[config.mk]
export PLATFORM = sky130hd
export DESIGN_NAME = if_id_stall_ctrl
export DESIGN_NICKNAME = d
export VERILOG_FILES = /design/src/rtl/if_id_stall_ctrl.sv
export SDC_FILE = /design/constraint.sdc
export NUM_CORES = 1
export LEC_CHECK = 0
export ABC_AREA = 1
export CORE_MARGIN = 5
export CORE_UTILIZATION = 43
export CTS_CLUSTER_SIZE = 10
export DETAILED_ROUTE_END_ITERATION = 16
export PLACE_DENSITY = 0.87
export SLEW_MARGIN = 25
export SYNTH_ARGS = -nofsm -noshare
export SYNTH_HDL_FRONTEND = slang
export SYNTH_SLANG_ARGS = --single-unit
[constraint.sdc]
create_clock -name clk -period 1.5 [get_ports clk]
set_input_delay 0.3 -clock clk [delete_from_list [all_inputs] [get_ports clk]]
set_output_delay 0.3 -clock clk [all_outputs]
set_load 0.02 [all_outputs]
[src/rtl/if_id_stall_ctrl.sv]
// PC register, IF/ID pipeline register and ID/EX valid bit driven by hazard-unit and branch controls.
// Optional: define STALL_COUNTER_EN to add a saturating stall_count output.
module if_id_stall_ctrl #(
    parameter int              XLEN      = 32,
    parameter logic [XLEN-1:0] RESET_PC  = '0,
    parameter logic [31:0]     NOP_INSTR = 32'h0000_0013,
    parameter int              CNT_W     = 16
) (
    input  logic             clk,
    input  logic             rst,
    input  logic             PCWrite,
    input  logic             IF_ID_Write,
    input  logic             stall,
    input  logic             branch_taken,
    input  logic [XLEN-1:0]  branch_target,
    input  logic [31:0]      imem_instr,
    output logic [XLEN-1:0]  pc,
    output logic [XLEN-1:0]  if_id_pc,
    output logic [31:0]      if_id_instr,
    output logic             if_id_valid,
    output logic             id_ex_valid,
`ifdef STALL_COUNTER_EN
    output logic [CNT_W-1:0] stall_count,
`endif
    output logic             protocol_err
);

    // Redirect targets are word aligned; the low two bits are dropped.
    logic unused_target_bits;
    assign unused_target_bits = ^branch_target[1:0];

    logic handshake_bad;
    assign handshake_bad = (PCWrite != ~stall) || (IF_ID_Write != ~stall);

    always_ff @(posedge clk) begin
        if (rst) begin
            pc           <= RESET_PC;
            if_id_pc     <= '0;
            if_id_instr  <= NOP_INSTR;
            if_id_valid  <= 1'b0;
            id_ex_valid  <= 1'b0;
            protocol_err <= 1'b0;
        end else begin
            if (handshake_bad) begin
                protocol_err <= 1'b1;
            end
            if (branch_taken) begin
                pc          <= {branch_target[XLEN-1:2], 2'b00};
                if_id_pc    <= '0;
                if_id_instr <= NOP_INSTR;
                if_id_valid <= 1'b0;
                id_ex_valid <= 1'b0;
            end else begin
                // PC and IF/ID enables are honoured independently of stall.
                if (PCWrite) begin
                    pc <= pc + XLEN'(4);
                end
                if (IF_ID_Write) begin
                    if_id_pc    <= pc;
                    if_id_instr <= imem_instr;
                    if_id_valid <= 1'b1;
                end
                id_ex_valid <= stall ? 1'b0 : if_id_valid;
            end
        end
    end

`ifdef STALL_COUNTER_EN
    // Saturating count of stall cycles; squashed (branch) cycles are not counted.
    always_ff @(posedge clk) begin
        if (rst) begin
            stall_count <= '0;
        end else if (stall && !branch_taken && (stall_count != {CNT_W{1'b1}})) begin
            stall_count <= stall_count + CNT_W'(1);
        end
    end
`endif

endmodule

# ---- After elaboration in Yosys (flattened, before gate mapping)
# Cells that the tools add are included.
dict set report op_classes {
  eq_ne 2
  mux 2
  n_reduce_logical 4
  n_bitwise 1
  n_addsub 1
}
# cell count
set ops {}
lappend ops {{two-way mux 32 bit} 2}
lappend ops {{adder 32 x 3 -> 32 bit, second input constant} 1}
lappend ops {{OR reduction 3 bit} 1}
lappend ops {{!= test 1 bit} 2}
lappend ops {{nonzero test 2 bit} 1}
lappend ops {{OR reduction 2 bit} 1}
lappend ops {{logical OR 1 bit} 1}
lappend ops {{NOT 1 bit} 1}
dict set report word_totals {
  register_bits 99
}

# ---- Longest topological paths before layout
# Gate-level depths: netlist of the first run.
dict set report depth {
  depth_word 3
  mapped_depth 9
}

# ---- Worst setup path before layout of the first run
# No wires, ideal clock.
dict set report synth_path {
  path_kind {reg-to-reg}
  startpoint {register pc[3]}
  endpoint {register pc[26]}
  setup_slack_ps -41
  path_stages_with_launch 9
  n_path_buf 0
  arrival_time_ps 1411
  period_less_slack_ps 1541
  path_cell_list {dfxtp_1 ha_1 nand2_2 nor2_4 nand2_4 nor2_4 nand3_1 nand3_1 a21oi_2}
}
dict set report synth_via {
  elab_chain_cells 3
}
# element line
set synth_rtl {}
lappend synth_rtl {{from (decl)} 17} ;# output logic [XLEN-1:0] pc,
lappend synth_rtl {{from (signal assigned)} 48} ;# pc <= {branch_target[XLEN-1:2], 2'b00};
lappend synth_rtl {{from (signal assigned)} 56} ;# pc <= pc + XLEN'(4);
lappend synth_rtl {{adder 32 x 3 -> 32 bit} 56}
lappend synth_rtl {{two-way mux 32 bit} 55} ;# if (PCWrite) begin
lappend synth_rtl {{two-way mux 32 bit} 47} ;# if (branch_taken) begin
# Every way passes these cells. The select of a mux whose other input is x is not followed.
# A chain may end at the register's enable or synchronous reset.

# ---- Worst setup path after layout of the first run
dict set report layout_path {
  startpoint {register pc[3]}
  endpoint {register pc[12]}
}
# Same word-level chain as after synthesis.

==> results of run 1 <==
power by group through the flow:
stage / Sequential [W] / Combinational [W] / Clock [W]
2_1_floorplan: 0.00290 / 0.000325 / 0
3_3_place_gp: 0.00278 / 0.000951 / 0
3_5_place_dp: 0.00279 / 0.000971 / 0
4_1_cts: 0.00273 / 0.000907 / 0.00180
5_1_grt: 0.00275 / 0.00100 / 0.00192
6_report: 0.00273 / 0.000927 / 0.00178
state kept, by name, summed over array words and instances, names as in the netlist:
| name | flops |
|---|---|
| id_ex_valid | 1 |
| pc | 30 |
| protocol_err | 1 |
| if_id_valid | 1 |
| if_id_pc | 30 |
| if_id_instr | 32 |
metrics by stage:
| stage | cell area, um^2 | TNS, ns | power (W) | hold WS [ns] |
|---|---|---|---|---|
| after CTS | 6260 | 0 | 0.00543 | 0.322 |
| after detailed placement | 6150 | -11.78 | 0.00376 | 0.442 |
| after global placement | 6150 | -9.75 | 0.00373 | 0.440 |
| final | 6400 | 0 | 0.00544 | 0.333 |
| after floorplan | 4310 | 0 | 0.00322 | 0.377 |
| after global routing | 6400 | -0.317 | 0.00567 | 0.345 |
worst reg2reg max path: stages (launching register included):
cell and delay, ns:
dfxtp_2 0.37, ha_4 0.16, nand2_4 0.05, nor2_4 0.15
nand2_4 0.12, nor2_4 0.20, buf_4 0.14, nand2_1 0.04
nand3_1 0.07, a21oi_1 0.07
area by class of cell:
type | count | area [um^2] | share of cell area (%)
multi-input combinational | 426 | 2120 | 33.2
sequential | 95 | 1940 | 30.3
timing repair buffer | 199 | 1800 | 28.2
tap | 133 | 166 | 2.60
inverter | 42 | 158 | 2.46
clock buffer | 12 | 155 | 2.43
clock inverter | 4 | 52.6 | 0.822
timing repair:
item                                    in CTS  in global routing
endpoints found under the setup margin      99                 38
setup buffers                                0                  8
resized for setup                          107                 41
pin swaps                                    0                 12
worst min path at each step:
stage,from,endpoint,slack (ns),cells past startpoint
5_1_grt,IF_ID_Write,if_id_pc[5],0.35,3
3_3_place_gp,if_id_instr[1],if_id_instr[1],0.44,2
3_5_place_dp,if_id_instr[0],if_id_instr[0],0.44,2
6_report,IF_ID_Write,if_id_pc[5],0.33,3
4_1_cts,IF_ID_Write,if_id_pc[5],0.32,3
2_1_floorplan,stall,id_ex_valid,0.38,1
cell usage after synthesis:
cell,count
nand2_2,6
a31oi_1,3
o22ai_1,1
a21oi_2,1
nand2_4,2
nor2_2,5
nor2_4,10
clkbuf_8,4
nand2_1,168
nor2_1,33
nand4_1,1
a211oi_1,4
buf_4,4
clkinv_1,2
conb_1,1
clkbuf_1,16
nor3_1,3
nand3_1,40
o21ai_0,31
inv_1,40
xor2_1,4
a21oi_1,83
a22oi_1,21
or2_2,3
ha_1,1
and2_1,2
dfxtp_1,95
buf_2,6
buf_1,3
cell families (layout without fill, tap and decap cells):
logic type | count (synthesis) | count (layout) | synth area share (%)
AOI/OAI and AO/OA | 144 | 144 | 18.4
xor gates and xnor gates | 4 | 4 | 0.815
adders and majority gates | 1 | 1 | 0.291
buffers and inverters | 75 | 257 | 8.00
DFF | 95 | 95 | 44.2
other | 1 | 4 | 0.0872
and+or+nand+nor | 273 | 273 | 28.2
per-layer routing:
metal,track usage [%],share of wire [%],vias up
li1,-,-,2303
met1,29.0,41,2128
met2,39.9,47,200
met3,5.18,9.5,24
met4,7.84,1.8,0
met5,0,0,-
==> impl_metrics.csv, run 1 <==
group,metric,value,unit
outcome,status,"completed",
critical_path,worst-path-stages,9,
drt,initialDrtViolationCount,303,
critical_path,worstSetupEndpoint,"pc[12]",
place,gp_congestion,0.925,
drt,ant_nets,0,
power_and_ir_drop,power_frac_seq,50.3,%
clock_network,clkLatencyLatePin,0.36,ns
global_route,grt_max_degree,30,
floorplan,ios,169,
critical_path,cp_num_buf_inv,1,
clock_network,clkTransAtPathRegs,0.10,ns
power_and_ir_drop,comb_power_share,17.0,%
critical_path,crit_family,"simple AND/OR/NAND/NOR gates",
flow_run,cap_violations,0,
critical_path,worstPathCellList,"ha_4, nand2_4, nor2_4, nand2_4, nor2_4, buf_4, nand2_1, nand3_1, a21oi_1",
sta,max_freq,677,MHz
cells_and_area,layout_common_cells,"nand2_1, dlygate4sd2_1, a21oi_1, dfxtp_1, clkdlybuf4s50_1",
power_and_ir_drop,power_switching,0.00151,W
synth,synth_area_leader_cell,"dfxtp_1",
cells_and_area,diodes,0,
sta,min_period,1.48,ns
drt,wl,14.2,mm
critical_path,r2r-start,"pc[3]",
cells_and_area,synthToLayoutAreaGrowth,48.7,%
place,port_buffers,162,
clock_network,cts_tree,"built",
power_and_ir_drop,switching_share,27.8,%
cells_and_area,fin_cells,911,
cells_and_area,n_fill_cell,865,
drt,via_per_inst,5.11,
global_route,grt_pass1_vias,4495,
synth,avgSynthCellArea,7.25,um^2
sta,fin_ws,0.0235,ns
floorplan,die-area,0.0121,mm^2
power_and_ir_drop,ir_worst_vdd,0.414,mV
synth,ys_warn_count,0,
synth,synth.distinct_cells,29,
sta,rsz0062_at_grt,"yes",
floorplan,core,0.00977,mm^2
cells_and_area,final_common_cell,"nand2_1",
clock_network,htreeDepth,3,
sta,setup_viol,0,
critical_path,max_stage_delay,0.37,ns
place,post-dp-hpwl,10.9,mm
critical_path,cp-end-kind,"register",
synth,synth_seq_cells,95,
drt,drt-pass1-iter-count,5,
clock_network,cts-root-buf,"clkbuf_8",
synth,netlist_area,0.00430,mm^2
floorplan,fp.dieH,110,um
critical_path,crit_path_top_delay_cell,"dfxtp_2",
critical_path,crit_arrival,1.73,ns
sta,hold_viol,0,
critical_path,crit_path_max_fanout,6,
clock_network,cts_buffer_depth,2,
place,place_inst,887,
drt,post-route-drc-count,0,
sta,clock_skew,0.00665,ns
drt,vias,4655,
synth,syn_inst,593,
synth,synth_top_area_share,44.2,%
sta,period_share,98.4,%
critical_path,setup.worst_path.class,"register to register",
critical_path,crit-reg2reg-capture,"pc[12]",
critical_path,r2r_slack,0.02,ns
critical_path,r2r_cells,9,
power_and_ir_drop,p_per_area,850,mW/mm^2
cells_and_area,drive_gt1_share,15.2,%
place,post-place-ws,-0.195,ns
global_route,grt-ovfl-total,0,
global_route,gr-usage-all-layers,23.3,%
power_and_ir_drop,p_int,0.00392,W
floorplan,die_x,110,um
min_path,hold_path_class,"input port to register",
clock_network,clkSinkCount,95,
synth,synth_seq_area_share,44.2,%
floorplan,rows,36,
synth,synth_area_leaders,"dfxtp_1, nand2_1, a21oi_1",
power_and_ir_drop,p_leak,2.79,nW
cells_and_area,postLayoutCoreUtil,65.4,%
critical_path,critPathLaunch,"pc[3]",
clock_network,hold_buffers,0,
floorplan,initial_utilization,44.0,%
critical_path,critPathRequiredTime,1.75,ns
power_and_ir_drop,pwr-share-clk,32.7,%
drt,wl_per_cell,15.6,um
sta,drv_slew,0,
cells_and_area,finalNetCount,844,
global_route,grt_pass1_wl,22.2,mm
global_route,antenna_found_initial,0,
clock_network,numCtsBuffers,9,
critical_path,cp-start-kind,"register",
Power figures use the tool's default switching activity.
==> run 2: changes to the inputs <==
Settings changed: RECOVER_POWER set to 25.
==> impl_metrics.csv, run 2 (synthesis gave the netlist of run 1 again) <==
group,metric,value,unit
power_and_ir_drop,p_leak,2.79,nW
power_and_ir_drop,p_int,0.00392,W
power_and_ir_drop,power_switching,0.00151,W
drt,initialDrtViolationCount,299,
sta,hold_viol,0,
clock_network,clkTransAtPathRegs,0.09,ns
min_path,min_to,"if_id_pc[5]",
drt,via_per_inst,5.12,
critical_path,setup.worst_path.class,"register to register",
sta,drv_slew,0,
critical_path,crit-reg2reg-capture,"pc[12]",
global_route,grt_max_degree,30,
cells_and_area,largest_register_ffs,32,
cells_and_area,drive_gt1_share,14.9,%
clock_network,clkSinkCount,95,
power_and_ir_drop,switching_share,27.8,%
cells_and_area,largest_register,"if_id_instr",
power_and_ir_drop,p_total,0.00543,W
min_path,worstHoldPathCells,3,
drt,wl,14.2,mm
sta,period_share,98.4,%
global_route,antenna_found_initial,1,
critical_path,cp-end-kind,"register",
global_route,grt_pass1_wl,22.2,mm
cells_and_area,n_fill_cell,865,
clock_network,cts_buffer_depth,2,
global_route,gr-usage-all-layers,23.3,%
power_and_ir_drop,p_per_area,850,mW/mm^2
power_and_ir_drop,ir_worst_vdd,0.414,mV
floorplan,die-area,0.0121,mm^2
floorplan,rows,36,
clock_network,cts-root-buf,"clkbuf_8",
clock_network,cts_tree,"built",
critical_path,r2r_slack,0.02,ns
floorplan,ios,169,
drt,wl_per_cell,15.6,um
cells_and_area,finalNetCount,844,
sta,min_period,1.48,ns
place,post-dp-hpwl,10.9,mm
floorplan,fp.dieH,110,um
clock_network,numCtsBuffers,9,
clock_network,clkLatencyLatePin,0.36,ns
place,gp_congestion,0.925,
cells_and_area,synthToLayoutAreaGrowth,48.6,%
drt,ant_nets,0,
min_path,hold_path_class,"input port to register",
cells_and_area,layout_common_cells,"nand2_1, dlygate4sd2_1, a21oi_1, dfxtp_1, clkdlybuf4s50_1",
critical_path,critPathRequiredTime,1.75,ns
cells_and_area,final_common_cell,"nand2_1",
cells_and_area,reg_top3,"if_id_instr x32, if_id_pc x30, pc x30",
power_and_ir_drop,comb_power_share,17.0,%
cells_and_area,postLayoutCoreUtil,65.4,%
clock_network,htreeDepth,3,
global_route,grt-ovfl-total,0,
critical_path,crit_path_max_fanout,6,
critical_path,r2r_cells,9,
place,port_buffers,162,
sta,max_freq,677,MHz
floorplan,initial_utilization,44.0,%
power_and_ir_drop,power_frac_seq,50.3,%
critical_path,cp-start-kind,"register",
floorplan,core,0.00977,mm^2
sta,rsz0062_at_grt,"yes",
floorplan,die_x,110,um
drt,vias,4667,
sta,tns,0,ns
power_and_ir_drop,pwr-share-clk,32.7,%
flow_run,cap_violations,0,
sta,clock_skew,0.00620,ns
global_route,grt_pass1_vias,4495,
outcome,status,"completed",
drt,post-route-drc-count,0,
sta,setup_viol,0,
critical_path,crit_arrival,1.73,ns
critical_path,r2r-start,"pc[3]",
drt,drt-pass1-iter-count,5,
min_path,min_from,"IF_ID_Write",
==> run 2: power by group through the flow <==
stage                     sequential [W]  combinational [W]  clock, W
after floorplan                  0.00290           0.000325         0
after global placement           0.00278           0.000951         0
after detailed placement         0.00279           0.000971         0
after CTS                        0.00273           0.000907   0.00180
after global routing             0.00275           0.000998   0.00192
final                            0.00273           0.000923   0.00178
==> run 2: worst max-delay path by stage <==
stage                       from      to  slack (ns)
detailed placement  branch_taken  pc[18]       -0.19
finish                     pc[3]  pc[12]        0.02
global route               pc[3]  pc[20]       -0.06
floorplan                  pc[2]  pc[26]       0.006
global placement    branch_taken   pc[4]       -0.15
CTS                       pc[17]  pc[17]      0.0003
==> run 2: cell type report <==
cell class / count / area [um^2] / share of cell area (%)
Antenna cell: 1 / 2.50 / 0.0392
Clock buffer: 12 / 155 / 2.43
Clock inverter: 4 / 52.6 / 0.823
Inverter: 42 / 158 / 2.47
Multi-Input combinational cell: 426 / 2120 / 33.2
Sequential cell: 95 / 1940 / 30.3
Tap cell: 133 / 166 / 2.60
Timing Repair Buffer: 199 / 1790 / 28.1
==> run 2: per-stage QoR <==
stage | hold slack [ns] | cells | area (um^2) | worst slack [ns]
final | 0.333 | 912 | 6390 | 0.0236
after global routing | 0.345 | 911 | 6390 | -0.0649
after detailed placement | 0.442 | 887 | 6150 | -0.195
after global placement | 0.440 | 887 | 6150 | -0.150
after floorplan | 0.377 | 596 | 4310 | 0.00582
after CTS | 0.322 | 903 | 6260 | 0.000322
==> run 2: layer usage <==
metal | vias up | routed length (um) | global-route usage [%]
li1 | 2308 | - | -
met1 | 2142 | 5870 | 29.0
met2 | 193 | 6800 | 39.9
met3 | 24 | 1320 | 5.18
met4 | 0 | 263 | 7.84
met5 | - | 0 | 0
==> run 2: critical path, cell delays in order (launching register included) <==
cell and delay [ns]:
dfxtp_2 0.37, ha_4 0.16, nand2_4 0.05, nor2_4 0.15
nand2_4 0.12, nor2_4 0.20, buf_4 0.14, nand2_1 0.04
nand3_1 0.07, a21oi_1 0.07
==> run 2: what timing repair did <==
item                                    CTS  global route
endpoints found under the hold margin     0             0
gates resized for setup                 107            41
pin swaps                                 0            12
endpoints found under the setup margin   99            38
buffers inserted                          0             8
hold buffers                              0             0
==> run 3: changes to the inputs <==
Settings changed: CORE_MARGIN 5 to not set.
==> impl_metrics.csv, run 3 (synthesis gave the netlist of run 1 again) <==
group,metric,value,unit
critical_path,worstPathCellList,"dlygate4sd2_1",
drt,post-route-drc-count,0,
power_and_ir_drop,p_leak,2.78,nW
global_route,grt_pass1_vias,4367,
sta,hold_viol,0,
cells_and_area,fin_cells,909,
critical_path,crit_path_top_delay_cell,"dfxtp_1",
sta,period_share,98.0,%
drt,initialDrtViolationCount,253,
floorplan,fp.dieH,102,um
floorplan,initial_utilization,44.2,%
cells_and_area,postLayoutCoreUtil,65.3,%
critical_path,setup.worst_path.class,"register to output pin",
clock_network,hold_buffers,0,
floorplan,die_x,102,um
clock_network,clkLatencyLatePin,0.37,ns
place,place_inst,889,
cells_and_area,largest_register_ffs,32,
drt,wl_per_cell,14.7,um
cells_and_area,drive_gt1_share,13.7,%
drt,via_per_inst,5.19,
power_and_ir_drop,ir_worst_vdd,0.529,mV
critical_path,crit_path_max_fanout,6,
floorplan,core,0.00973,mm^2
drt,wl,13.4,mm
floorplan,ios,169,
global_route,antenna_found_initial,1,
critical_path,critPathRequiredTime,1.20,ns
critical_path,cp_num_buf_inv,1,
critical_path,r2r-start,"pc[5]",
power_and_ir_drop,p_per_area,854,mW/mm^2
flow_run,cap_violations,0,
floorplan,die-area,0.0104,mm^2
min_path,worstHoldPathCells,3,
global_route,grt-ovfl-total,0,
clock_network,cts-root-buf,"clkbuf_8",
sta,tns,0,ns
place,post-dp-hpwl,10.1,mm
clock_network,numCtsBuffers,9,
global_route,grt_max_degree,34,
critical_path,r2r_slack,0.03,ns
cells_and_area,largest_register,"if_id_instr",
drt,vias,4722,
sta,min_period,1.47,ns
critical_path,max_stage_delay,0.43,ns
floorplan,rows,36,
critical_path,cp-end-kind,"output pin",
sta,clock_skew,0.00643,ns
critical_path,cp-start-kind,"register",
outcome,status,"completed",
cells_and_area,reg_top3,"if_id_instr x32, if_id_pc x30, pc x30",
global_route,gr-usage-all-layers,25.6,%
cells_and_area,n_fill_cell,862,
critical_path,crit_arrival,1.17,ns
drt,drt-pass1-iter-count,5,
place,gp_congestion,0.888,
cells_and_area,synthToLayoutAreaGrowth,47.7,%
sta,setup_viol,0,
global_route,grt_pass1_wl,20.9,mm
min_path,min_to,"if_id_pc[16]",
cells_and_area,layout_common_cells,"nand2_1, dlygate4sd2_1, a21oi_1, dfxtp_1, clkdlybuf4s50_1",
cells_and_area,finalNetCount,841,
critical_path,crit-reg2reg-capture,"pc[12]",
clock_network,clkTransAtPathRegs,0.09,ns
drt,ant_nets,0,
place,port_buffers,162,
sta,drv_slew,0,
critical_path,r2r_cells,7,
clock_network,cts_tree,"built",
clock_network,clkSinkCount,95,
sta,max_freq,681,MHz
sta,rsz0062_at_grt,"yes",
clock_network,cts_buffer_depth,2,
cells_and_area,final_common_cell,"nand2_1",
power_and_ir_drop,p_total,0.00543,W
clock_network,htreeDepth,3,
min_path,hold_path_class,"input port to register",
critical_path,crit_family,"flip-flops",
min_path,min_from,"IF_ID_Write",
[run 3: cell types whose count changed in the layout (fill, tap and decap cells not counted), sizes merged]
cell / previous run / this run
dlygate4sd2: 86 / 89
buf: 35 / 31
clkdlybuf4s15: 7 / 5
clkdlybuf4s50: 64 / 65
dlygate4sd3: 2 / 1
[run 3: worst max path at each step]
| stage | start | end | slack, ns | cells after the start |
|---|---|---|---|---|
| 6_report | pc[28] | pc[28] | 0.03 | 1 |
| 5_1_grt | pc[5] | pc[20] | -0.05 | 8 |
| 4_1_cts | pc[15] | pc[15] | 0.0008 | 1 |
| 3_5_place_dp | branch_taken | pc[4] | -0.24 | 7 |
| 3_3_place_gp | branch_taken | pc[11] | -0.18 | 7 |
| 2_1_floorplan | pc[2] | pc[26] | 0.006 | 8 |
[run 3: power breakdown]
group	total (W)	switching [W]	internal (W)
logic	0.000912	0.000496	0.000415
registers	0.00274	0.000104	0.00263
clock network	0.00178	0.000908	0.000870
total	0.00543	0.00151	0.00392
[run 3: stage by stage]
step	area [um^2]	setup slack, ns	hold WS [ns]
floorplan	4310	0.00582	0.377
global placement	6170	-0.179	0.443
detailed placement	6170	-0.240	0.443
CTS	6280	0.000850	0.388
global route	6350	-0.0541	0.411
finish	6350	0.0307	0.397
[run 3: area by class of cell]
type                    count  area (um^2)  share of cell area [%]
repair buffers            196         1770                    27.9
diodes                      1         2.50                  0.0394
flip-flops and latches     95         1930                    30.4
multi-input cells         426         2120                    33.3
clock buffers              12          155                    2.44
well taps                 133          166                    2.62
clock inverters             4         52.6                   0.827
inverters                  42          158                    2.48
[run 3: worst register-to-register path, cell delays in order (launching register included)]
cell and delay, ns:
dfxtp_1 0.40, inv_1 0.14, nor2_4 0.18, nand2_4 0.12, nor2_4 0.20, or2_4 0.17, nand3_2 0.08, a21oi_2 0.13
[run 3: what timing repair did]
item                                    CTS  global route
endpoints found under the setup margin   98            29
endpoints found under the hold margin     0             0
pin swaps                                 4            13
gates resized for setup                 104            33
setup buffers                             2             1
[run 3: per-layer routing]
metal | wire length, um | track usage [%] | up-vias
met3 | 1130 | 5.40 | 23
li1 | - | - | 2292
met1 | 5700 | 31.6 | 2177
met2 | 6370 | 44.2 | 230
met5 | 0 | 0 | -
met4 | 203 | 9.01 | 0
